### config.mk
export PLATFORM = sky130hd
export DESIGN_NAME = heap_array_streamer
export DESIGN_NICKNAME = d
export VERILOG_FILES = /design/src/rtl/heap_array_streamer.sv
export SDC_FILE = /design/constraint.sdc
export NUM_CORES = 1
export LEC_CHECK = 0
export ABC_CLOCK_PERIOD_IN_PS = 3000
export CORE_ASPECT_RATIO = 1.75
export CORE_MARGIN = 2
export CORE_UTILIZATION = 48
export DETAILED_ROUTE_END_ITERATION = 6
export PLACE_DENSITY = 0.88
export SLEW_MARGIN = 10
export SYNTH_ARGS = -nofsm -noshare
export SYNTH_HDL_FRONTEND = slang
export SYNTH_SLANG_ARGS = --single-unit
### constraint.sdc
create_clock -name clock -period 3 [get_ports clock]
set_input_delay 0.6 -clock clock [delete_from_list [all_inputs] [get_ports clock]]
set_output_delay 0.6 -clock clock [all_outputs]
set_load 0.01 [all_outputs]
### src/rtl/heap_array_streamer.sv
// heap_array_streamer: looks up an array's size, then streams its heap elements through a 2-entry FIFO.
// Latency: start sampled at edge E0 -> first outValid after E4; one element per cycle while outReady=1.
// Backpressure: outReady low holds the FIFO head; heap reads are credit-gated so the FIFO never overflows.
// Optional feature macro: ARRAY_STREAM_REVERSE_EN (adds the 'reverse' input for descending streaming).

// heap_stream_fifo: generic small FIFO with registered storage and an occupancy output for credit tracking.
// Latency: a word written at an edge is visible at the head right after that edge.
// Backpressure: head held while rd_rdy is low; producer must respect level (writes when full and not popping are dropped).
module heap_stream_fifo #(
  parameter int Width      = 8,
  parameter int Depth      = 2,
  parameter int LevelWidth = $clog2(Depth + 1)
) (
  input  logic                  clock,
  input  logic                  reset,
  input  logic                  wr_vld,
  input  logic [Width-1:0]      wr_dat,
  output logic                  rd_vld,
  input  logic                  rd_rdy,
  output logic [Width-1:0]      rd_dat,
  output logic [LevelWidth-1:0] level
);
  localparam int AW = (Depth > 1) ? $clog2(Depth) : 1;

  logic [Width-1:0] mem [Depth];
  logic [AW-1:0]    wr_ptr;
  logic [AW-1:0]    rd_ptr;
  logic             push;
  logic             pop;

  function automatic logic [AW-1:0] bump(input logic [AW-1:0] p);
    return (p == AW'(Depth - 1)) ? '0 : p + AW'(1);
  endfunction

  assign pop    = rd_vld && rd_rdy;
  assign push   = wr_vld && ((level < LevelWidth'(Depth)) || pop);
  assign rd_vld = (level != '0);
  assign rd_dat = mem[rd_ptr];

  // Storage, pointers and occupancy; push and pop in the same cycle leave the level unchanged.
  always_ff @(posedge clock) begin
    if (!reset) begin
      for (int i = 0; i < Depth; i++) mem[i] <= '0;
      wr_ptr <= '0;
      rd_ptr <= '0;
      level  <= '0;
    end else begin
      if (push) begin
        mem[wr_ptr] <= wr_dat;
        wr_ptr      <= bump(wr_ptr);
      end
      if (pop) rd_ptr <= bump(rd_ptr);
      level <= level + LevelWidth'(push) - LevelWidth'(pop);
    end
  end
endmodule

// heap_array_streamer: top level; size lookup FSM plus credit-gated heap reader feeding the output FIFO.
// Latency: E0 start -> sizeRe in next cycle -> first heapRe two cycles later -> first outValid after E4.
// Backpressure: a heap read issues only when the FIFO is guaranteed a free slot when its data returns.
module heap_array_streamer #(
  parameter int MemoryElementWidth = 12,
  parameter int NArea              = 10,
  parameter int NArrays            = 2000,
  parameter int NHeap              = 10000,
  parameter int HeapAddrWidth      = 14
) (
  input  logic                          clock,
  input  logic                          reset,
  input  logic                          start,
  input  logic [MemoryElementWidth-1:0] array,
`ifdef ARRAY_STREAM_REVERSE_EN
  input  logic                          reverse,
`endif
  output logic                          sizeRe,
  output logic [MemoryElementWidth-1:0] sizeAddr,
  input  logic [MemoryElementWidth-1:0] sizeData,
  output logic                          heapRe,
  output logic [HeapAddrWidth-1:0]      heapAddr,
  input  logic [MemoryElementWidth-1:0] heapData,
  output logic                          outValid,
  input  logic                          outReady,
  output logic [MemoryElementWidth-1:0] outData,
  output logic                          outLast,
  output logic                          busy,
  output logic                          done,
  output logic                          sizeError
);
  localparam int MW = MemoryElementWidth;
  // A heap too deep for the address width cannot be streamed safely, so every request is refused.
  localparam bit HeapFits = ((2 ** HeapAddrWidth) >= NHeap);

  typedef enum logic [2:0] {IDLE, SIZE, SIZEWAIT, STREAM, DRAIN} state_t;

  state_t             state;
  logic [HeapAddrWidth-1:0] base;
  logic [MW-1:0]      idx;
  logic [MW-1:0]      remaining;
  logic               inflight;
  logic               inflight_last;
  logic [1:0]         level;
  logic               pop;
  logic               issue;
  logic [2:0]         pending;
  logic               size_over;
  logic [MW-1:0]      size_clamped;
  logic               bad_handle;
  logic               rev;

`ifdef ARRAY_STREAM_REVERSE_EN
  logic rev_q;
  assign rev = rev_q;
  // Direction is captured with the request and held for its whole lifetime.
  always_ff @(posedge clock) begin
    if (!reset) rev_q <= 1'b0;
    else if (state == IDLE && start) rev_q <= reverse;
  end
`else
  assign rev = 1'b0;
`endif

  assign busy         = (state != IDLE);
  assign pop          = outValid && outReady;
  assign size_over    = (sizeData > MW'(NArea));
  assign size_clamped = size_over ? MW'(NArea) : sizeData;
  assign bad_handle   = (array >= MW'(NArrays)) || !HeapFits;
  assign heapRe       = issue;
  assign heapAddr     = base + HeapAddrWidth'(idx);

  // Credit check: entries held plus the word returning this cycle, less a slot freed by this cycle's pop.
  always_comb begin
    pending = 3'(level) + 3'(inflight) - 3'(pop);
    issue   = (state == STREAM) && (remaining != '0) && (pending < 3'd2);
  end

  // Request FSM with registered size-port outputs, done pulse, sticky error and read bookkeeping.
  always_ff @(posedge clock) begin
    if (!reset) begin
      state         <= IDLE;
      sizeRe        <= 1'b0;
      sizeAddr      <= '0;
      base          <= '0;
      idx           <= '0;
      remaining     <= '0;
      done          <= 1'b0;
      sizeError     <= 1'b0;
      inflight      <= 1'b0;
      inflight_last <= 1'b0;
    end else begin
      done          <= 1'b0;
      sizeRe        <= 1'b0;
      inflight      <= issue;
      inflight_last <= issue && (remaining == MW'(1));
      case (state)
        IDLE: begin
          if (start) begin
            sizeAddr  <= array;
            base      <= HeapAddrWidth'(array) * HeapAddrWidth'(NArea);
            sizeError <= bad_handle;
            if (bad_handle) begin
              done <= 1'b1;
            end else begin
              sizeRe <= 1'b1;
              state  <= SIZE;
            end
          end
        end
        SIZE: state <= SIZEWAIT;
        SIZEWAIT: begin
          remaining <= size_clamped;
          idx       <= rev ? (size_clamped - MW'(1)) : '0;
          if (size_over) sizeError <= 1'b1;
          if (size_clamped == '0) begin
            done  <= 1'b1;
            state <= IDLE;
          end else begin
            state <= STREAM;
          end
        end
        STREAM: begin
          if (issue) begin
            remaining <= remaining - MW'(1);
            idx       <= rev ? (idx - MW'(1)) : (idx + MW'(1));
            if (remaining == MW'(1)) state <= DRAIN;
          end
        end
        DRAIN: begin
          if (pop && outLast) begin
            done  <= 1'b1;
            state <= IDLE;
          end
        end
        default: state <= IDLE;
      endcase
    end
  end

  heap_stream_fifo #(
    .Width (MW + 1),
    .Depth (2)
  ) u_fifo (
    .clock  (clock),
    .reset  (reset),
    .wr_vld (inflight),
    .wr_dat ({inflight_last, heapData}),
    .rd_vld (outValid),
    .rd_rdy (outReady),
    .rd_dat ({outLast, outData}),
    .level  (level)
  );
endmodule

==> metrics.md, run 1 <==
| Metric | Value |
|---|---|
| Status | `completed` |
| Slowest-stage cell, CP | `dfxtp_2` |
| Post-synthesis net count | `628` |
| Post-synth cell types | `63` |
| Final std cells w/o fill | `822` |
| Most common cell after layout, fill and taps aside | `clkdlybuf4s50_1` |
| Cell mode on critical path | `buf_4` |
| Dpl ws | `-0.785 ns` |
| Fin. max-slew vios | `0` |
| Worst-margin pin slew | `0.670 ns` |
| Reg-to-Reg Start | `u_fifo.level[1]$_SDFF_PN0_` |
| Worst vdd ir | `between 300 and 400 uV` |
| F_max | `0.335 GHz` |
| Fill cell count | `about 790` |
| DRC | `0` |
| Comb pwr share | `a little under a third` |
| Leakage | `0.00285 uW` |
| Avg Inst Size Synth | `9.04 um^2` |
| Period minus WS final | `~3 ns` |
| Layout Nets | `769` |
| Layout cell share with drive strength beyond 1 | `20.6%` |
| Ys Warns | `0` |
| HPWL after DPL | `10300 um` |
| Largest net degree at the start of global routing | `26` |
| First-pass GRT wire length | `around 23000 um` |
| Max Clock Skew | `0.00987 ns` |
| Worst Slack Setup Final | `0.0128 ns` |
| Worst hold stages | `2` |
| Critical Setup Path Class | `flip-flop to output port` |
| Worst r2r path cells | `12` |
| Synth-to-layout area growth | `37.5%` |
| Hold path endpoint | `base[8]$_SDFFE_PN0P_` |
| Ys async rst share | `0%` |
| Startpoint Class | `flip-flop` |
| CP top delay family | `compound AO/OA/AOI/OAI gates` |
| WL/cell | `17.4 um` |
| Reg power frac | `between 30% and 40%` |
| CP arrival | `2.39 ns` |
| PD cells | `approximately 530 nW/um^2` |
| Vias in the first global route | `5118` |
| Post-synth top flop | `dfxtp_1` |
| Via count | `between 4000 and 5000` |
| RePlAce Congestion | `between 0.8 and 0.9` |
| Core area | `10200 um^2` |
| Synth Register Bits | `86` |
| Crit. End Element | `output port` |
| Clock share of power | `31.3%` |
| Maxcap violations | `0` |
| Hold buffers post-CTS | `0` |
| Slew margin rel. | `55.3%` |
| Diodes inserted | `0` |
| Final Hold Viols | `0` |
| Port bufs | `84` |
| Dominant cell type by area after synthesis | `dfxtp_1` |
| Overall global routing resource usage | `around a quarter` |
| 1st-pass router iterations | `5` |
| Final setup fails | `0` |
| Die area | `approximately 11000 um^2` |
| Worst hold path type | `flip-flop to flip-flop` |
| Clock Path Buffers | `2` |
| Antenna viol nets, final | `0` |
| Cell Area, Synth | `about 5000 um^2` |
| P_sw | `1060 uW` |
| RSZ-0062 raised after global routing | `true` |
| GRT overflow | `0` |
| Clock transition at the registers of the reported paths | `about 0.060 ns` |
| TritonCTS Buffers | `9` |
| Setup slack, reg-to-reg | `0.06 ns` |
| Mapped Cells | `between 500 and 600` |
| TritonCTS clock tree | `done` |
| Internal | `around 2500 uW` |
| Htree depth | `3` |
| Antenna violations before repair | `0` |
| Die width | `80.9 um` |
| Placed cells | `789` |
| Final wirelength | `14300 um` |
| EDFF count, synth | `26` |
| Io pins | `85` |
| Hold_sp | `base[8]$_SDFFE_PN0P_` |
| Worst EP required | `around 2.4 ns` |
| Vias/cell | `5.93` |
| Net Sw Frac | `29.5%` |
| Worst path cell trace | `ha_4 -> inv_2 -> fa_2 -> nor2b_1 -> o21ai_1 -> a21oi_2 -> buf_4 -> o21a_1 -> buf_4 -> o311ai_2 -> buf_2` |
| Clock sink total | `86` |
| Clk_lat worst skew | `roughly 0.35 ns` |
| Top cells by area, synth | `dfxtp_1 24%, edfxtp_1 16%, ha_1 9.1%` |
| Rows | `49` |
| Reg2reg end | `idx[7]$_SDFFE_PN0P_` |
| CP max FO | `3` |
| Slowest stage delay, CP | `between 0.3 and 0.4 ns` |
| Initial core utilization | `48.8%` |
| Share of the synthesized area in the top cell type | `24.2%` |
| Die height | `approximately 140 um` |
| Fin crit share | `99.6%` |
| Most frequent cells in the layout | `72 x clkdlybuf4s50_1, 66 x buf_4, 57 x nand2_1` |
| Buf/Inv on CP | `4` |
| Register area share after synthesis | `39.9%` |
| Iteration-0 DRC Markers | `about 410` |
| Root buffer cell | `clkbuf_16` |
## power by group through the flow
| stage | combinational [uW] | sequential, uW | clock, uW |
|---|---|---|---|
| 4_1_cts | 982 | 1340 | 1120 |
| 3_5_place_dp | 915 | 1370 | 0 |
| 5_1_grt | 1200 | 1360 | 1170 |
| 3_3_place_gp | 881 | 1360 | 0 |
| 6_report | 1120 | 1350 | 1120 |
| 2_1_floorplan | 531 | 1340 | 0 |
## cell usage after synthesis (2+ instances only)
library cell	count
a2111oi_0	2
a211o_1	2
a211oi_1	8
a21boi_0	2
a21o_1	8
a21oi_1	51
a311oi_1	2
a31oi_1	6
a41o_1	3
a41oi_1	2
and2_1	30
and3_1	5
and4_1	3
buf_1	2
buf_2	4
buf_4	4
clkbuf_1	13
dfxtp_1	60
edfxtp_1	26
fa_1	3
ha_1	36
inv_1	20
mux2_2	13
nand2_1	57
nand2b_1	10
nand3_1	12
nand3b_1	2
nand4_1	4
nor2_1	44
nor2b_1	5
nor3_1	15
nor3b_1	2
nor4_1	2
o2111ai_1	2
o21a_1	4
o21ai_0	23
o311ai_0	5
o31ai_1	5
or3_1	6
or3b_2	2
or4_1	8
xnor2_1	12
xor2_1	4
## through the flow
| step | hold WS (ns) | util, % | setup TNS [ns] | cell area [um^2] | total power [uW] |
|---|---|---|---|---|---|
| 2_1_floorplan | 0.436 | - | 0 | 4970 | 1870 |
| 3_3_place_gp | 0.447 | 61.4 | -9.27 | 6250 | 2240 |
| 3_5_place_dp | 0.451 | 61.4 | -12.07 | 6250 | 2280 |
| 4_1_cts | 0.459 | 65.7 | -0.122 | 6690 | 3450 |
| 5_1_grt | 0.490 | 67.0 | -0.102 | 6820 | 3740 |
| 6_report | 0.460 | 67.0 | 0 | 6820 | 3580 |
## sequential cells by signal (all words and copies together) (netlist names), named ones only
| name | flops |
|---|---|
| base | 11 |
| done | 1 |
| idx | 12 |
| inflight | 1 |
| inflight_last | 1 |
| remaining | 12 |
| sizeAddr | 12 |
| sizeError | 1 |
| sizeRe | 1 |
| state | 3 |
| u_fifo.level | 2 |
| u_fifo.mem | 26 |
| u_fifo.rd_ptr | 1 |
| u_fifo.wr_ptr | 1 |
## what timing repair did
| action | in CTS | in global routing |
|---|---|---|
| buffers inserted | 14 | 5 |
| endpoints found under the setup margin | 31 | 16 |
| pin swaps | 10 | 18 |
| resized for setup | 54 | 32 |
## worst max-delay path by stage
stage | startpoint | endpoint | slack [ns] | depth (start not counted)
after global routing | sizeAddr[0]$_SDFFE_PN0P_ | heapAddr[13] | -0.08 | 11
after floorplan | outReady | idx[8]$_SDFFE_PN0P_ | 0.05 | 10
after CTS | u_fifo.level[0]$_SDFF_PN0_ | state[0]$_SDFFE_PN0P_ | -0.05 | 18
final | sizeAddr[0]$_SDFFE_PN0P_ | heapAddr[13] | 0.01 | 11
after detailed placement | outReady | heapRe | -0.78 | 10
after global placement | outReady | heapRe | -0.70 | 10
## worst register-to-register path: stages (launching register included)
cell and delay [ns]:
dfxtp_2 0.34, inv_2 0.05, a21oi_4 0.19, ha_4 0.17, inv_2 0.05, fa_2 0.40, xnor2_4 0.17, buf_4 0.14
buf_4 0.12, or3_4 0.34, o21a_4 0.24, or4_1 0.51, a21oi_1 0.15
## metal layers
metal	global-route usage, %	wire length (um)	vias to the layer above	share of wire, %
met1	24.2	4870	2335	34
li1	-	-	2272	-
met3	4.50	710	56	5.0
met5	0	0	-	0
met2	50.0	8070	214	57
met4	14.3	620	0	4.3
## logic make-up after synthesis
group           Yosys count  share of synthesized area (%)
simple gates            213                           22.2
compound gates          137                           17.7
flops                    86                           39.9
buf+inv                  44                           3.88
fa+ha+maj                39                           10.3
xor+xnor                 16                           2.82
mux                      14                           3.15
## final cells by class
cell class	count	area (um^2)	share of cell area [%]
clock inverter	3	45.0	0.660
sequential	86	1990	29.1
timing repair buffer	154	1350	19.8
multi-input combinational	419	2950	43.3
tap	127	159	2.33
inverter	20	77.6	1.14
clock buffer	13	250	3.67
(Power assumes the default switching activity.)
==> run 2, diff against run 1 <==
HOLD_SLACK_MARGIN = 0.03   (was default)
==> results of run 2 <==
Same layout as run 1: the final DEF is identical, and so are final timing and power.
